[config.mk]
export PLATFORM = sky130hd
export DESIGN_NAME = multicycle_controller
export DESIGN_NICKNAME = d
export VERILOG_FILES = /design/src/rtl/multicycle_controller.sv
export SDC_FILE = /design/constraint.sdc
export NUM_CORES = 1
export LEC_CHECK = 0
export ABC_AREA = 1
export BUFFER_PORTS_ARGS = -buffer_cell sky130_fd_sc_hd__buf_2
export CORE_MARGIN = 1
export CORE_UTILIZATION = 43
export CTS_CLUSTER_SIZE = 20
export DETAILED_ROUTE_END_ITERATION = 10
export GPL_TIMING_DRIVEN = 0
export PLACE_DENSITY = 0.75
export SYNTH_ARGS = -nofsm -noshare
export SYNTH_HDL_FRONTEND = slang
export SYNTH_SLANG_ARGS = --single-unit
[constraint.sdc]
create_clock -name clk -period 1.65 [get_ports clk]
set_input_delay 0.495 -clock clk [delete_from_list [all_inputs] [get_ports clk]]
set_output_delay 0.495 -clock clk [all_outputs]
set_load 0.01 [all_outputs]
[src/rtl/multicycle_controller.sv]
// Multicycle RV32I control FSM: sequences fetch/decode/execute over a shared memory port
// and a reused ALU, stalling memory states on mem_ready. Only the state and illegal flag are registered.
module multicycle_controller #(
  parameter int MEM_WAIT_EN = 1
) (
  input  logic       clk,
  input  logic       reset,
  input  logic [6:0] op,
  input  logic [2:0] funct3,
  input  logic       funct7b5,
  input  logic       Zero,
  input  logic       mem_ready,
  output logic       PCWrite,
  output logic       AdrSrc,
  output logic       MemWrite,
  output logic       IRWrite,
  output logic [1:0] ResultSrc,
  output logic [1:0] ALUSrcA,
  output logic [1:0] ALUSrcB,
  output logic [2:0] ImmSrc,
  output logic       RegWrite,
  output logic [1:0] RegWriteSrc,
  output logic [3:0] ALUControl,
  output logic       illegal
);

  localparam logic [6:0] OP_LOAD   = 7'b0000011;
  localparam logic [6:0] OP_STORE  = 7'b0100011;
  localparam logic [6:0] OP_RTYPE  = 7'b0110011;
  localparam logic [6:0] OP_ITYPE  = 7'b0010011;
  localparam logic [6:0] OP_BRANCH = 7'b1100011;
  localparam logic [6:0] OP_JAL    = 7'b1101111;
  localparam logic [6:0] OP_LUI    = 7'b0110111;
  localparam logic [6:0] OP_AUIPC  = 7'b0010111;

  localparam logic [3:0] ALU_ADD  = 4'b0000;
  localparam logic [3:0] ALU_SUB  = 4'b0001;
  localparam logic [3:0] ALU_AND  = 4'b0010;
  localparam logic [3:0] ALU_OR   = 4'b0011;
  localparam logic [3:0] ALU_XOR  = 4'b0100;
  localparam logic [3:0] ALU_SLT  = 4'b0101;
  localparam logic [3:0] ALU_SLTU = 4'b0110;
  localparam logic [3:0] ALU_SLL  = 4'b0111;
  localparam logic [3:0] ALU_SRL  = 4'b1000;
  localparam logic [3:0] ALU_SRA  = 4'b1001;

  typedef enum logic [3:0] {
    S_FETCH, S_DECODE, S_MEMADR, S_MEMREAD, S_MEMWB, S_MEMWRITE, S_EXECR,
    S_EXECI, S_ALUWB, S_BRANCH, S_JAL, S_LUI, S_AUIPC, S_TRAP
  } state_t;

  state_t state, state_nxt;
  logic   illegal_r;
  logic   rdy;

  assign rdy = (MEM_WAIT_EN != 0) ? mem_ready : 1'b1;

  // funct7b5 selects sub only for R-type; for I-type it is an immediate bit (except srai).
  function automatic logic [3:0] alu_decode(input logic [2:0] f3, input logic f7b5,
                                            input logic is_rtype);
    logic [3:0] ctl;
    case (f3)
      3'b000:  ctl = (is_rtype && f7b5) ? ALU_SUB : ALU_ADD;
      3'b001:  ctl = ALU_SLL;
      3'b010:  ctl = ALU_SLT;
      3'b011:  ctl = ALU_SLTU;
      3'b100:  ctl = ALU_XOR;
      3'b101:  ctl = f7b5 ? ALU_SRA : ALU_SRL;
      3'b110:  ctl = ALU_OR;
      default: ctl = ALU_AND;
    endcase
    return ctl;
  endfunction

  function automatic logic insn_legal(input logic [6:0] opc, input logic [2:0] f3,
                                      input logic f7b5);
    logic ok;
    case (opc)
      OP_LOAD, OP_STORE:                  ok = (f3 == 3'b010);
      OP_BRANCH:                          ok = (f3 == 3'b000) || (f3 == 3'b001);
      OP_RTYPE:                           ok = !f7b5 || (f3 == 3'b000) || (f3 == 3'b101);
      OP_ITYPE, OP_JAL, OP_LUI, OP_AUIPC: ok = 1'b1;
      default:                            ok = 1'b0;
    endcase
    return ok;
  endfunction

  always_ff @(posedge clk) begin
    if (!reset) begin
      state     <= S_FETCH;
      illegal_r <= 1'b0;
    end else begin
      state <= state_nxt;
      if (state == S_DECODE && state_nxt == S_TRAP) illegal_r <= 1'b1;
    end
  end

  always_comb begin
    state_nxt = state;
    case (state)
      S_FETCH:    if (rdy) state_nxt = S_DECODE;
      S_DECODE: begin
        if (!insn_legal(op, funct3, funct7b5)) begin
          state_nxt = S_TRAP;
        end else begin
          case (op)
            OP_LOAD, OP_STORE: state_nxt = S_MEMADR;
            OP_RTYPE:          state_nxt = S_EXECR;
            OP_ITYPE:          state_nxt = S_EXECI;
            OP_BRANCH:         state_nxt = S_BRANCH;
            OP_JAL:            state_nxt = S_JAL;
            OP_LUI:            state_nxt = S_LUI;
            OP_AUIPC:          state_nxt = S_AUIPC;
            default:           state_nxt = S_TRAP;
          endcase
        end
      end
      S_MEMADR:   state_nxt = (op == OP_LOAD) ? S_MEMREAD : S_MEMWRITE;
      S_MEMREAD:  if (rdy) state_nxt = S_MEMWB;
      S_MEMWRITE: if (rdy) state_nxt = S_FETCH;
      S_MEMWB, S_ALUWB, S_BRANCH, S_LUI:  state_nxt = S_FETCH;
      S_EXECR, S_EXECI, S_JAL, S_AUIPC:   state_nxt = S_ALUWB;
      S_TRAP:     state_nxt = S_TRAP;
      default:    state_nxt = S_FETCH;
    endcase
  end

  // Outputs are forced to defaults while reset is low so no write escapes an aborted instruction.
  always_comb begin
    PCWrite     = 1'b0;
    AdrSrc      = 1'b0;
    MemWrite    = 1'b0;
    IRWrite     = 1'b0;
    ResultSrc   = 2'b00;
    ALUSrcA     = 2'b00;
    ALUSrcB     = 2'b00;
    ImmSrc      = 3'b000;
    RegWrite    = 1'b0;
    RegWriteSrc = 2'b00;
    ALUControl  = ALU_ADD;
    illegal     = 1'b0;
    if (reset) begin
      illegal = illegal_r;
      case (state)
        S_FETCH: begin
          ALUSrcB   = 2'b10;
          ResultSrc = 2'b10;
          IRWrite   = rdy;
          PCWrite   = rdy;
        end
        S_DECODE: begin
          ALUSrcA = 2'b01;
          ALUSrcB = 2'b01;
          ImmSrc  = (op == OP_JAL) ? 3'b011 : 3'b010;
        end
        S_MEMADR: begin
          ALUSrcA = 2'b10;
          ALUSrcB = 2'b01;
          ImmSrc  = (op == OP_LOAD) ? 3'b000 : 3'b001;
        end
        S_MEMREAD:  AdrSrc = 1'b1;
        S_MEMWB: begin
          ResultSrc = 2'b01;
          RegWrite  = 1'b1;
        end
        S_MEMWRITE: begin
          AdrSrc   = 1'b1;
          MemWrite = 1'b1;
        end
        S_EXECR: begin
          ALUSrcA    = 2'b10;
          ALUControl = alu_decode(funct3, funct7b5, 1'b1);
        end
        S_EXECI: begin
          ALUSrcA    = 2'b10;
          ALUSrcB    = 2'b01;
          ALUControl = alu_decode(funct3, funct7b5, 1'b0);
        end
        S_ALUWB:    RegWrite = 1'b1;
        S_BRANCH: begin
          ALUSrcA    = 2'b10;
          ALUControl = ALU_SUB;
          PCWrite    = ((funct3 == 3'b000) && Zero) || ((funct3 == 3'b001) && !Zero);
        end
        S_JAL: begin
          ALUSrcA = 2'b01;
          ALUSrcB = 2'b10;
          PCWrite = 1'b1;
        end
        S_LUI: begin
          ImmSrc      = 3'b100;
          RegWriteSrc = 2'b01;
          RegWrite    = 1'b1;
        end
        S_AUIPC: begin
          ALUSrcA = 2'b01;
          ALUSrcB = 2'b01;
          ImmSrc  = 3'b100;
        end
        default: ;
      endcase
    end
  end

endmodule

# After elaboration in Yosys (flattened, before gate mapping)
# Cells that the tools add are included.
# word_totals
register_bits,5
in_bits,15
# op_classes
n_eq_ne,28
n_mux,38
reduce_logical,21
# ops
operator,count
case mux 4 bit (7 select lines),4
"equality test 4 bit, second input constant",7
"equality test 7 x 6 -> 1 bit, second input constant",3
two-way mux 4 bit,5
two-way mux 1 bit,17
"equality test 4 x 3 -> 1 bit, second input constant",4
OR reduction 4 bit,4
"equality test 7 x 5 -> 1 bit, second input constant",2
"equality test 7 bit, second input constant",2
case mux 2 bit (2 select lines),3
case mux 4 bit (3 select lines),1
"equality test 3 bit, second input constant",3
case mux 3 bit (3 select lines),1
"equality test 4 x 2 -> 1 bit, second input constant",2
OR reduction 2 bit,4
"equality test 7 x 2 -> 1 bit, second input constant",1
"equality test 3 x 2 -> 1 bit, second input constant",2
two-way mux 2 bit,3
two-way mux 3 bit,2
OR reduction 3 bit,2
"equality test 4 x 1 -> 1 bit, second input constant",1
zero test 4 bit,1
logical OR 1 bit,4
case mux 1 bit (4 select lines),1
5 further kinds,8

# Depth between registers and ports, before layout
# Gate-level depths: netlist of the first run.
# depth
depth_word,9
mapped_depth,14

# Worst setup path before layout of the first run
# Ideal clock, no wire load.
# synth_path
kind,input-to-output
from,input port reset
to,output port AdrSrc
arrival_ns,1.260
required_time_ns,1.155
setup_slack_ns,-0.105
cell_stages,4
cell_sequence,inv_1 clkbuf_1 clkbuf_1 nor2_1
# synth_between
elab_chain_cells,1
# synth_lines
element,line_no,source
from (decl),7,"input logic reset,"
two-way mux 1 bit,142,if (reset) begin
to (decl),14,"output logic AdrSrc,"
# No other way between the ends.

# Final worst setup path of the first run
# layout_path
from,input port funct3[1]
to,output port ALUControl[0]
# layout_between
elab_chain_cells,4
elab_cells_between_ends,11
# layout_lines
element,line_no,source
from (decl),9,"input logic [2:0] funct3,"
equality test 3 bit (tied with other cells),62,case (f3)
case mux 4 bit (7 select lines),62,
case mux 4 bit (3 select lines) *,144,case (state)
two-way mux 4 bit *,142,
to (decl),23,"output logic [3:0] ALUControl,"
# Every way passes the cells marked *; elsewhere a longest branch is shown, timed or not.

==> impl_metrics.env, run 1 <==
export IMPL_cts_buffer_depth=2
export IMPL_drive_gt1_frac=0.575
export IMPL_yosys_warnings=0
export IMPL_final_hold_viol_count=0
export IMPL_syn_avg_cell_area_um2=5.17
export IMPL_io_buffers=34
export IMPL_maxSlewViolCount=0
export IMPL_htreeDepth=1
export IMPL_via_count=1620
export IMPL_finalWirelength_mm=5.23
export IMPL_critical_path_max_stage_delay_ns=0.26
export IMPL_numClockSinks=5
export IMPL_path_delay_family="compound AO/OA/AOI/OAI gates"
export IMPL_clock_fmax_ghz=0.463
export IMPL_grt_ovfl_total=0
export IMPL_setup_violations=19
export IMPL_synthTopCellsByArea="nor2_1, nand2_1, dfxtp_1, inv_1, nand3_1"
export IMPL_cts_tree="done"
export IMPL_synth_cell_types=26
export IMPL_path_max_fanout=6
export IMPL_first_pass_iters=7
export IMPL_power_density_mw_per_mm2=488
export IMPL_synth_cells=172
export IMPL_hp_class="register to register"
export IMPL_initial_utilization=0.453
export IMPL_antenna_found_initial=0
export IMPL_syn_num_nets=187
export IMPL_die_w_um=47.5
export IMPL_synthesis_area_um2=890
export IMPL_initialDrtViolationCount=119
export IMPL_ant_nets=0
export IMPL_ctsHoldBuffers=0
export IMPL_setup_ws_ns=-0.509
export IMPL_drv_cap=0
export IMPL_synth_top_cell_by_area="nor2_1"
export IMPL_max_vdd_ir_drop_mv=0.844
export IMPL_fp_coreArea_mm2=0.00196
export IMPL_power_leakage_nw=0.876
export IMPL_period_share=1.31
export IMPL_place_gp_congestion=0.843
export IMPL_numCtsBuffers=3
export IMPL_placed_cell_area_mm2=0.00114
export IMPL_utilization=0.876
export IMPL_grt_pass1_wl_mm=5.49
export IMPL_synth_top_area_share=0.152
export IMPL_final_cell_area_mm2=0.00172
export IMPL_vias_per_cell=6.07
export IMPL_path_buf_inv=3
export IMPL_worstSetupPathType="primary input to primary output"
export IMPL_crit_chain="buf_4 -> inv_8 -> nand3_4 -> o31ai_4 -> nand2_1 -> o211ai_1 -> nand3_1 -> o21ai_2 -> buf_2"
export IMPL_root_buffer="clkbuf_4"
export IMPL_area_growth_pct=93.2
export IMPL_fp_dieH_um=47.5
export IMPL_dp_hpwl_mm=1.96
export IMPL_num_fill_cells=86
export IMPL_rows=16
export IMPL_clk_pin_slew_ns=0.05
export IMPL_worstPathRequired_ns=1.15
export IMPL_track_usage=0.351
export IMPL_critPathCaptureType="primary output"
export IMPL_antennaDiodeCount=0
export IMPL_clock_skew_ns=0.00722
export IMPL_regArea_um2=113
export IMPL_violations="setup timing"
export IMPL_drc=0
export IMPL_insertion_delay_ns=0.25
export IMPL_multiInputGateArea_um2=862
export IMPL_slowest_stage="o31ai_4"
export IMPL_arrival_ns=1.66
export IMPL_die_area_mm2=0.00225
export IMPL_status="complete, but fails checks"
export IMPL_rsz0062_at_grt="true"
export IMPL_finalCriticalPeriod_ns=2.16
export IMPL_grt_pass1_vias=1235
export IMPL_io_pin_count=36
export IMPL_synth_seq_cells=5
export IMPL_grt_max_degree=7
export IMPL_start_kind="primary input"
export IMPL_ys_seq_area_frac=0.113
export IMPL_fin_nets=256
export IMPL_avgRoutedWirePerCell_um=19.6
metrics by stage:
step / cells / total power [W] / hold WS [ns] / setup TNS, ns / setup WS (ns)
floorplan: 172 / 0.000317 / 0.417 / -0.00958 / -0.00660
finish: 267 / 0.000839 / 0.443 / -5.73 / -0.509
global route: 267 / 0.000887 / 0.494 / -7.23 / -0.605
detailed placement: 233 / 0.000402 / 0.433 / -3.38 / -0.434
global placement: 233 / 0.000397 / 0.437 / -3.21 / -0.394
CTS: 256 / 0.000661 / 0.445 / -3.46 / -0.383
worst reg2reg max path: cells and delay by family, from the launching register on:
family                 cells  cell delay [ns]
DFF                        1             0.35
AOI/OAI and AO/OA          1             0.15
buffers and inverters      3             0.37
and+or+nand+nor            5             0.66
flip-flops by register name, summed over array words and instances, names as in the netlist:
register / cells
state: 4
illegal_r: 1
per-layer routing:
layer | track usage | vias to the layer above | wire, µm
met1 | 0.370 | 707 | 1730
met3 | 0.109 | 68 | 693
met4 | 0.246 | 0 | 522
li1 | - | 681 | -
met2 | 0.592 | 164 | 2290
met5 | 0 | - | 0
power by group:
group / internal (W) / leakage [nW] / total [W] / switching (W)
clock network: 0.0000917 / 0.0150 / 0.000147 / 0.0000548
logic: 0.000239 / 0.817 / 0.000541 / 0.000302
registers: 0.000132 / 0.0433 / 0.000151 / 0.0000191
total: 0.000463 / 0.876 / 0.000839 / 0.000376
Yosys cell counts:
| cell type | n |
|---|---|
| inv_2 | 6 |
| inv_4 | 1 |
| conb_1 | 1 |
| or2_1 | 1 |
| clkbuf_1 | 2 |
| nand3_1 | 13 |
| nor3_1 | 1 |
| nand3_2 | 3 |
| o21ai_0 | 4 |
| a21oi_1 | 10 |
| nor2_2 | 5 |
| dfxtp_1 | 5 |
| o211ai_1 | 1 |
| nor2_1 | 36 |
| o31ai_1 | 1 |
| buf_4 | 1 |
| nand2_2 | 6 |
| o21ai_1 | 2 |
| nor4_2 | 1 |
| a31oi_1 | 4 |
| nand4_1 | 3 |
| a211oi_1 | 1 |
| nand2_1 | 35 |
| inv_1 | 24 |
| a21oi_2 | 2 |
| nor2_4 | 3 |
cells in the final DEF (no fill, tap or decap), drive strengths merged:
cell type	n
a211oi	1
a21oi	12
a31oi	4
buf	63
clkbuf	8
conb	1
dfxtp	5
inv	31
nand2	41
nand3	16
nand4	3
nor2	44
nor3	1
nor4	1
o211ai	1
o21ai	6
o31ai	1
or2	1
kinds of logic after synthesis:
family / Yosys count / share of synthesized area
compound gates: 25 / 0.163
buf+inv: 34 / 0.151
flops: 5 / 0.113
other cells: 1 / 0.00422
simple gates: 107 / 0.570
worst paths after layout:
| kind | from | endpoint | slack [ns] | depth (start not counted) |
|---|---|---|---|---|
| setup / recovery | funct3[1] | ALUControl[0] | -0.51 | 9 |
| hold reg to reg | illegal_r | illegal_r | 0.44 | 2 |
| setup reg to reg | state[3] | state[0] | 0.03 | 9 |
| hold / removal | illegal_r | illegal_r | 0.44 | 2 |
timing repair:
item                       in CTS  in global routing
cloned                          2                  0
setup endpoints to repair      19                 20
setup buffers                  17                 13
resized for setup              48                 40
pin swaps                      16                 24
layout make-up:
type,instances,share of cell area
Inverter,31,0.0888
Timing Repair Buffer,64,0.282
Sequential cell,5,0.0655
Clock buffer,4,0.0153
Multi-Input combinational cell,133,0.501
Tap cell,27,0.0197
Buffer,3,0.0269
(Power assumes the default switching activity.)
==> run 2: changes to the inputs <==
--- a/config.mk
+++ b/config.mk
@@ -8,11 +8,11 @@
 export ABC_AREA = 1
 export BUFFER_PORTS_ARGS = -buffer_cell sky130_fd_sc_hd__buf_2
 export CORE_MARGIN = 1
-export CORE_UTILIZATION = 43
+export CORE_UTILIZATION = 48
 export CTS_CLUSTER_SIZE = 20
 export DETAILED_ROUTE_END_ITERATION = 10
 export GPL_TIMING_DRIVEN = 0
-export PLACE_DENSITY = 0.75
+export PLACE_DENSITY = 0.79
 export SYNTH_ARGS = -nofsm -noshare
 export SYNTH_HDL_FRONTEND = slang
 export SYNTH_SLANG_ARGS = --single-unit
==> constraint.sdc (replaced) <==
create_clock -name clk -period 2.35 [get_ports clk]
set_input_delay 0.705 -clock clk [delete_from_list [all_inputs] [get_ports clk]]
set_output_delay 0.705 -clock clk [all_outputs]
set_load 0.01 [all_outputs]
==> run 2 against run 1 <==
Net effect: clock power fell by 33%; non-clock buffer count fell by 21; utilization fell by 13 points; first-iteration DRC count fell by 56%; the run still ends with setup timing left; clock skew fell by 0.0063 ns; setup slack improved by 0.44 ns; die area fell by 10%; largest power group unchanged; clock-buffer cell count did not move.
==> impl_metrics.env, run 2 (synthesized netlist as in run 1, its figures left out) <==
export IMPL_finalWirelength_mm=2.72
export IMPL_io_pin_count=36
export IMPL_grt_pass1_wl_mm=3.87
export IMPL_area_growth_pct=45.3
export IMPL_initial_utilization=0.515
export IMPL_setup_violations=1
export IMPL_die_area_mm2=0.00203
export IMPL_fp_coreArea_mm2=0.00173
export IMPL_initialDrtViolationCount=52
export IMPL_grt_pass1_vias=993
export IMPL_fp_dieH_um=45.1
export IMPL_critPathCaptureType="primary output"
export IMPL_antennaDiodeCount=0
export IMPL_rows=15
export IMPL_insertion_delay_ns=0.24
export IMPL_grt_ovfl_total=0
export IMPL_dp_hpwl_mm=1.93
export IMPL_violations="setup timing"
export IMPL_clock_skew_ns=0.000871
export IMPL_ant_nets=0
export IMPL_ctsHoldBuffers=0
export IMPL_worstPathRequired_ns=1.64
export IMPL_finalCriticalPeriod_ns=2.42
export IMPL_path_delay_family="compound AO/OA/AOI/OAI gates"
export IMPL_worstSetupPathType="primary input to primary output"
export IMPL_place_gp_congestion=0.871
export IMPL_avgRoutedWirePerCell_um=11.1
export IMPL_final_hold_viol_count=0
export IMPL_cts_tree="done"
export IMPL_final_common_cell="nand2_1"
export IMPL_path_buf_inv=3
export IMPL_fin_nets=235
export IMPL_maxSlewViolCount=0
export IMPL_drc=0
export IMPL_holdWs_ns=0.439
export IMPL_dp_cells=231
export IMPL_hp_class="register to register"
export IMPL_numCtsBuffers=3
export IMPL_max_vdd_ir_drop_mv=0.385
export IMPL_htreeDepth=1
export IMPL_grt_max_degree=11
export IMPL_clock_fmax_ghz=0.413
export IMPL_die_w_um=45.1
export IMPL_arrival_ns=1.72
export IMPL_vias_per_cell=5.12
export IMPL_power_leakage_nw=0.705
export IMPL_cts_buffer_depth=2
export IMPL_critical_path_max_stage_delay_ns=0.23
export IMPL_power_density_mw_per_mm2=314
export IMPL_numClockSinks=5
export IMPL_path_max_fanout=5
export IMPL_via_count=1249
export IMPL_start_kind="primary input"
export IMPL_rsz0062_at_grt="true"
export IMPL_drive_gt1_frac=0.393
export IMPL_instances_no_fill=244
export IMPL_slowest_stage="o31ai_2"
export IMPL_largest_registers="state (4), illegal_r (1)"
export IMPL_first_pass_iters=4
export IMPL_drv_cap=0
export IMPL_period_share=1.03
export IMPL_antenna_found_initial=0
export IMPL_crit_chain="buf_8 -> inv_4 -> nand3_4 -> o31ai_2 -> nand2_1 -> o211ai_1 -> nand3_1 -> o21ai_1 -> buf_2"
export IMPL_status="complete, but fails checks"
export IMPL_io_buffers=34
export IMPL_largest_register="state"
export IMPL_largest_reg_flops=4
export IMPL_final_cell_mix="nand2_1, nor2_1, buf_2, inv_1, nand3_1"
export IMPL_root_buffer="clkbuf_4"
export IMPL_track_usage=0.247
export IMPL_setup_ws_ns=-0.0705
export IMPL_clk_pin_slew_ns=0.04
run 2: where the power goes:
part           internal, W  total (W)  switching, W
combinational    0.0000809   0.000205      0.000124
sequential       0.0000924   0.000102    0.00000971
clock            0.0000641  0.0000979     0.0000338
run 2: worst paths after layout:
check / startpoint / to / slack, ns / cells past startpoint
max: funct3[2] / ALUControl[0] / -0.07 / 9
max reg2reg: state[1] / illegal_r / 0.84 / 11
min: illegal_r / illegal_r / 0.44 / 2
min reg2reg: illegal_r / illegal_r / 0.44 / 2
run 2: metal layers:
layer | global-route usage | routed length [µm]
met5 | 0 | 0
met1 | 0.335 | 1140
met2 | 0.443 | 1390
met3 | 0.0240 | 182
met4 | 0.00606 | 0
run 2: through the flow:
stage,area [µm²],util,setup WS (ns),total power (W),TNS (ns)
floorplan,890,-,0.175,0.000217,0
finish,1290,0.749,-0.0705,0.000405,-0.0705
global route,1290,0.749,-0.121,0.000435,-0.130
CTS,1190,0.687,0.00551,0.000386,0
detailed placement,1090,0.632,-0.246,0.000273,-2.18
global placement,1090,0.632,-0.250,0.000270,-2.19
run 2: final cells by class:
cell class / count / area [µm²]
Fill cell: 147 / 434
Buffer: 3 / 22.5
Tap cell: 25 / 31.3
Timing Repair Buffer: 43 / 278
Clock buffer: 4 / 26.3
Sequential cell: 5 / 104
Inverter: 31 / 146
Multi-Input combinational cell: 133 / 684
run 2: worst reg2reg max path: cells and delay by family, from the launching register on:
kind | cells | cell delay [ns]
simple gates | 7 | 0.70
flops | 1 | 0.36
buf+inv | 3 | 0.28
compound gates | 1 | 0.07
run 2: repair_timing:
action,in CTS,in global routing
resized for setup,11,27
setup endpoints to repair,10,12
pin swaps,4,5
setup buffers,6,3
==> run 3: changes to the inputs <==
--- a/config.mk
+++ b/config.mk
@@ -7,6 +7,7 @@
 export LEC_CHECK = 0
 export ABC_AREA = 1
 export BUFFER_PORTS_ARGS = -buffer_cell sky130_fd_sc_hd__buf_2
+export CORE_ASPECT_RATIO = 1.25
 export CORE_MARGIN = 1
 export CORE_UTILIZATION = 48
 export CTS_CLUSTER_SIZE = 20
==> run 3 against run 2 <==
Net effect: the run now ends clean; flip-flop and latch count stayed put; utilization is 2.0 points lower; clock power is 2.1% lower; sequential power hardly changed; combinational power hardly changed; power is 0.72% lower; maximum frequency is 4.7% higher; global-route usage is 2.5 points higher; clock-buffer cell count stayed put; wire length is 2.3% higher; worst hold slack better by 0.022 ns; critical path type unchanged; largest cell class unchanged; largest power group unchanged.
==> impl_metrics.env, run 3 (synthesized netlist as in run 1, its figures left out) <==
export IMPL_p_clk_frac=0.238
export IMPL_p_total_w=0.000402
export IMPL_totalNegativeSetupSlack_ns=0
export IMPL_final_cell_mix="nand2_1, nor2_1, buf_2, inv_1, nand3_1"
export IMPL_insertion_delay_ns=0.24
export IMPL_io_pin_count=36
export IMPL_p_seq_frac=0.255
export IMPL_vias_per_cell=5.33
export IMPL_fp_dieH_um=50.1
export IMPL_arrival_ns=1.61
export IMPL_avgRoutedWirePerCell_um=11.8
export IMPL_setup_ws_ns=0.0373
export IMPL_area_growth_pct=42.9
export IMPL_place_gp_congestion=0.875
export IMPL_power_leakage_nw=0.696
export IMPL_p_sw_w=0.000166
export IMPL_finalCriticalPeriod_ns=2.31
export IMPL_antennaDiodeCount=0
export IMPL_ant_nets=0
export IMPL_critical_path_max_stage_delay_ns=0.21
export IMPL_drv_cap=0
export IMPL_max_vdd_ir_drop_mv=0.175
export IMPL_die_w_um=40.5
export IMPL_antenna_found_initial=0
export IMPL_final_common_cell="nand2_1"
export IMPL_setup_violations=0
export IMPL_maxSlewViolCount=0
export IMPL_grt_ovfl_total=0
export IMPL_largest_registers="state (4), illegal_r (1)"
export IMPL_worstPathRequired_ns=1.64
export IMPL_final_cell_area_mm2=0.00127
export IMPL_clock_skew_ns=0.000937
export IMPL_place_ws_ns=-0.243
export IMPL_power_density_mw_per_mm2=317
export IMPL_largest_register="state"
export IMPL_critPathCaptureType="primary output"
export IMPL_cts_tree="done"
export IMPL_hp_class="register to register"
export IMPL_instances_no_fill=236
export IMPL_path_delay_family="compound AO/OA/AOI/OAI gates"
export IMPL_crit_chain="buf_12 -> clkinv_8 -> nand3_4 -> o31ai_4 -> nand2_1 -> o211ai_1 -> nand3_1 -> o21ai_1 -> buf_2"
export IMPL_grt_pass1_vias=1083
export IMPL_fp_coreArea_mm2=0.00174
export IMPL_clock_fmax_ghz=0.432
export IMPL_grt_max_degree=11
export IMPL_numClockSinks=5
export IMPL_grt_pass1_wl_mm=4.13
export IMPL_via_count=1257
export IMPL_path_max_fanout=5
export IMPL_rows=17
export IMPL_finalWirelength_mm=2.78
export IMPL_swShare=0.414
export IMPL_initial_utilization=0.510
export IMPL_path_buf_inv=3
export IMPL_cts_buffer_depth=2
export IMPL_start_kind="primary input"
export IMPL_numCtsBuffers=3
export IMPL_track_usage=0.272
export IMPL_period_share=0.984
export IMPL_p_int_w=0.000236
export IMPL_drive_gt1_frac=0.378
export IMPL_ctsHoldBuffers=0
export IMPL_dp_hpwl_mm=1.98
export IMPL_dp_cells=225
export IMPL_die_area_mm2=0.00203
export IMPL_fin_nets=233
export IMPL_slowest_stage="o31ai_4"
export IMPL_initialDrtViolationCount=37
export IMPL_worstSetupPathType="primary input to primary output"
export IMPL_root_buffer="clkbuf_4"
export IMPL_placed_cell_area_mm2=0.00108
export IMPL_io_buffers=34
export IMPL_clk_pin_slew_ns=0.04
export IMPL_p_comb_frac=0.507
export IMPL_final_hold_viol_count=0
export IMPL_status="completed"
export IMPL_first_pass_iters=4
export IMPL_rsz0062_at_grt="true"
export IMPL_drc=0
export IMPL_htreeDepth=1
export IMPL_largest_reg_flops=4
==> run 3: repair_timing <==
action                                 4_1_cts  5_1_grt
endpoints found under the hold margin        0        0
setup buffers                                4        3
setup endpoints to repair                   10       11
gates resized for setup                      7       31
pin swaps                                    4        4
==> run 3: worst paths after layout <==
| kind | startpoint | endpoint | slack (ns) | cells after the start |
|---|---|---|---|---|
| setup reg to reg | state[3] | illegal_r | 0.90 | 11 |
| setup / recovery | funct3[0] | ALUControl[0] | 0.04 | 9 |
| hold reg to reg | illegal_r | illegal_r | 0.46 | 2 |
| hold / removal | illegal_r | illegal_r | 0.46 | 2 |
==> run 3: tightest hold or removal path, delay by kind of cell (launching register included) <==
kind / cells / cell delay [ns]
AND/OR/NAND/NOR: 2 / 0.12
flip-flops: 1 / 0.30
==> run 3: layout make-up <==
type,instances,area (µm²)
Timing Repair Buffer,41,263
Sequential cell,5,103
Inverter,31,146
Clock buffer,4,26.3
Fill cell,152,473
Multi-Input combinational cell,133,689
Buffer,3,20.0
Tap cell,19,23.8
==> run 3: metal layers <==
metal,track usage,share of wire
met5,0,0
met4,0.0500,0.014
met3,0.0221,0.031
met2,0.526,0.56
met1,0.294,0.39
==> run 3: power groups by stage <==
stage          Combinational (W)  Clock [W]  Sequential (W)
3_5_place_dp            0.000174          0        0.000101
6_report                0.000204  0.0000958        0.000103
5_1_grt                 0.000227   0.000103        0.000103
3_3_place_gp            0.000170          0        0.000101
2_1_floorplan           0.000118          0       0.0000996
4_1_cts                 0.000182  0.0000982        0.000100
==> run 3: through the flow <==
step           hold slack, ns  utilization
2_1_floorplan           0.417            -
3_3_place_gp            0.434        0.621
3_5_place_dp            0.453        0.621
4_1_cts                 0.462        0.665
5_1_grt                 0.493        0.729
6_report                0.461        0.729
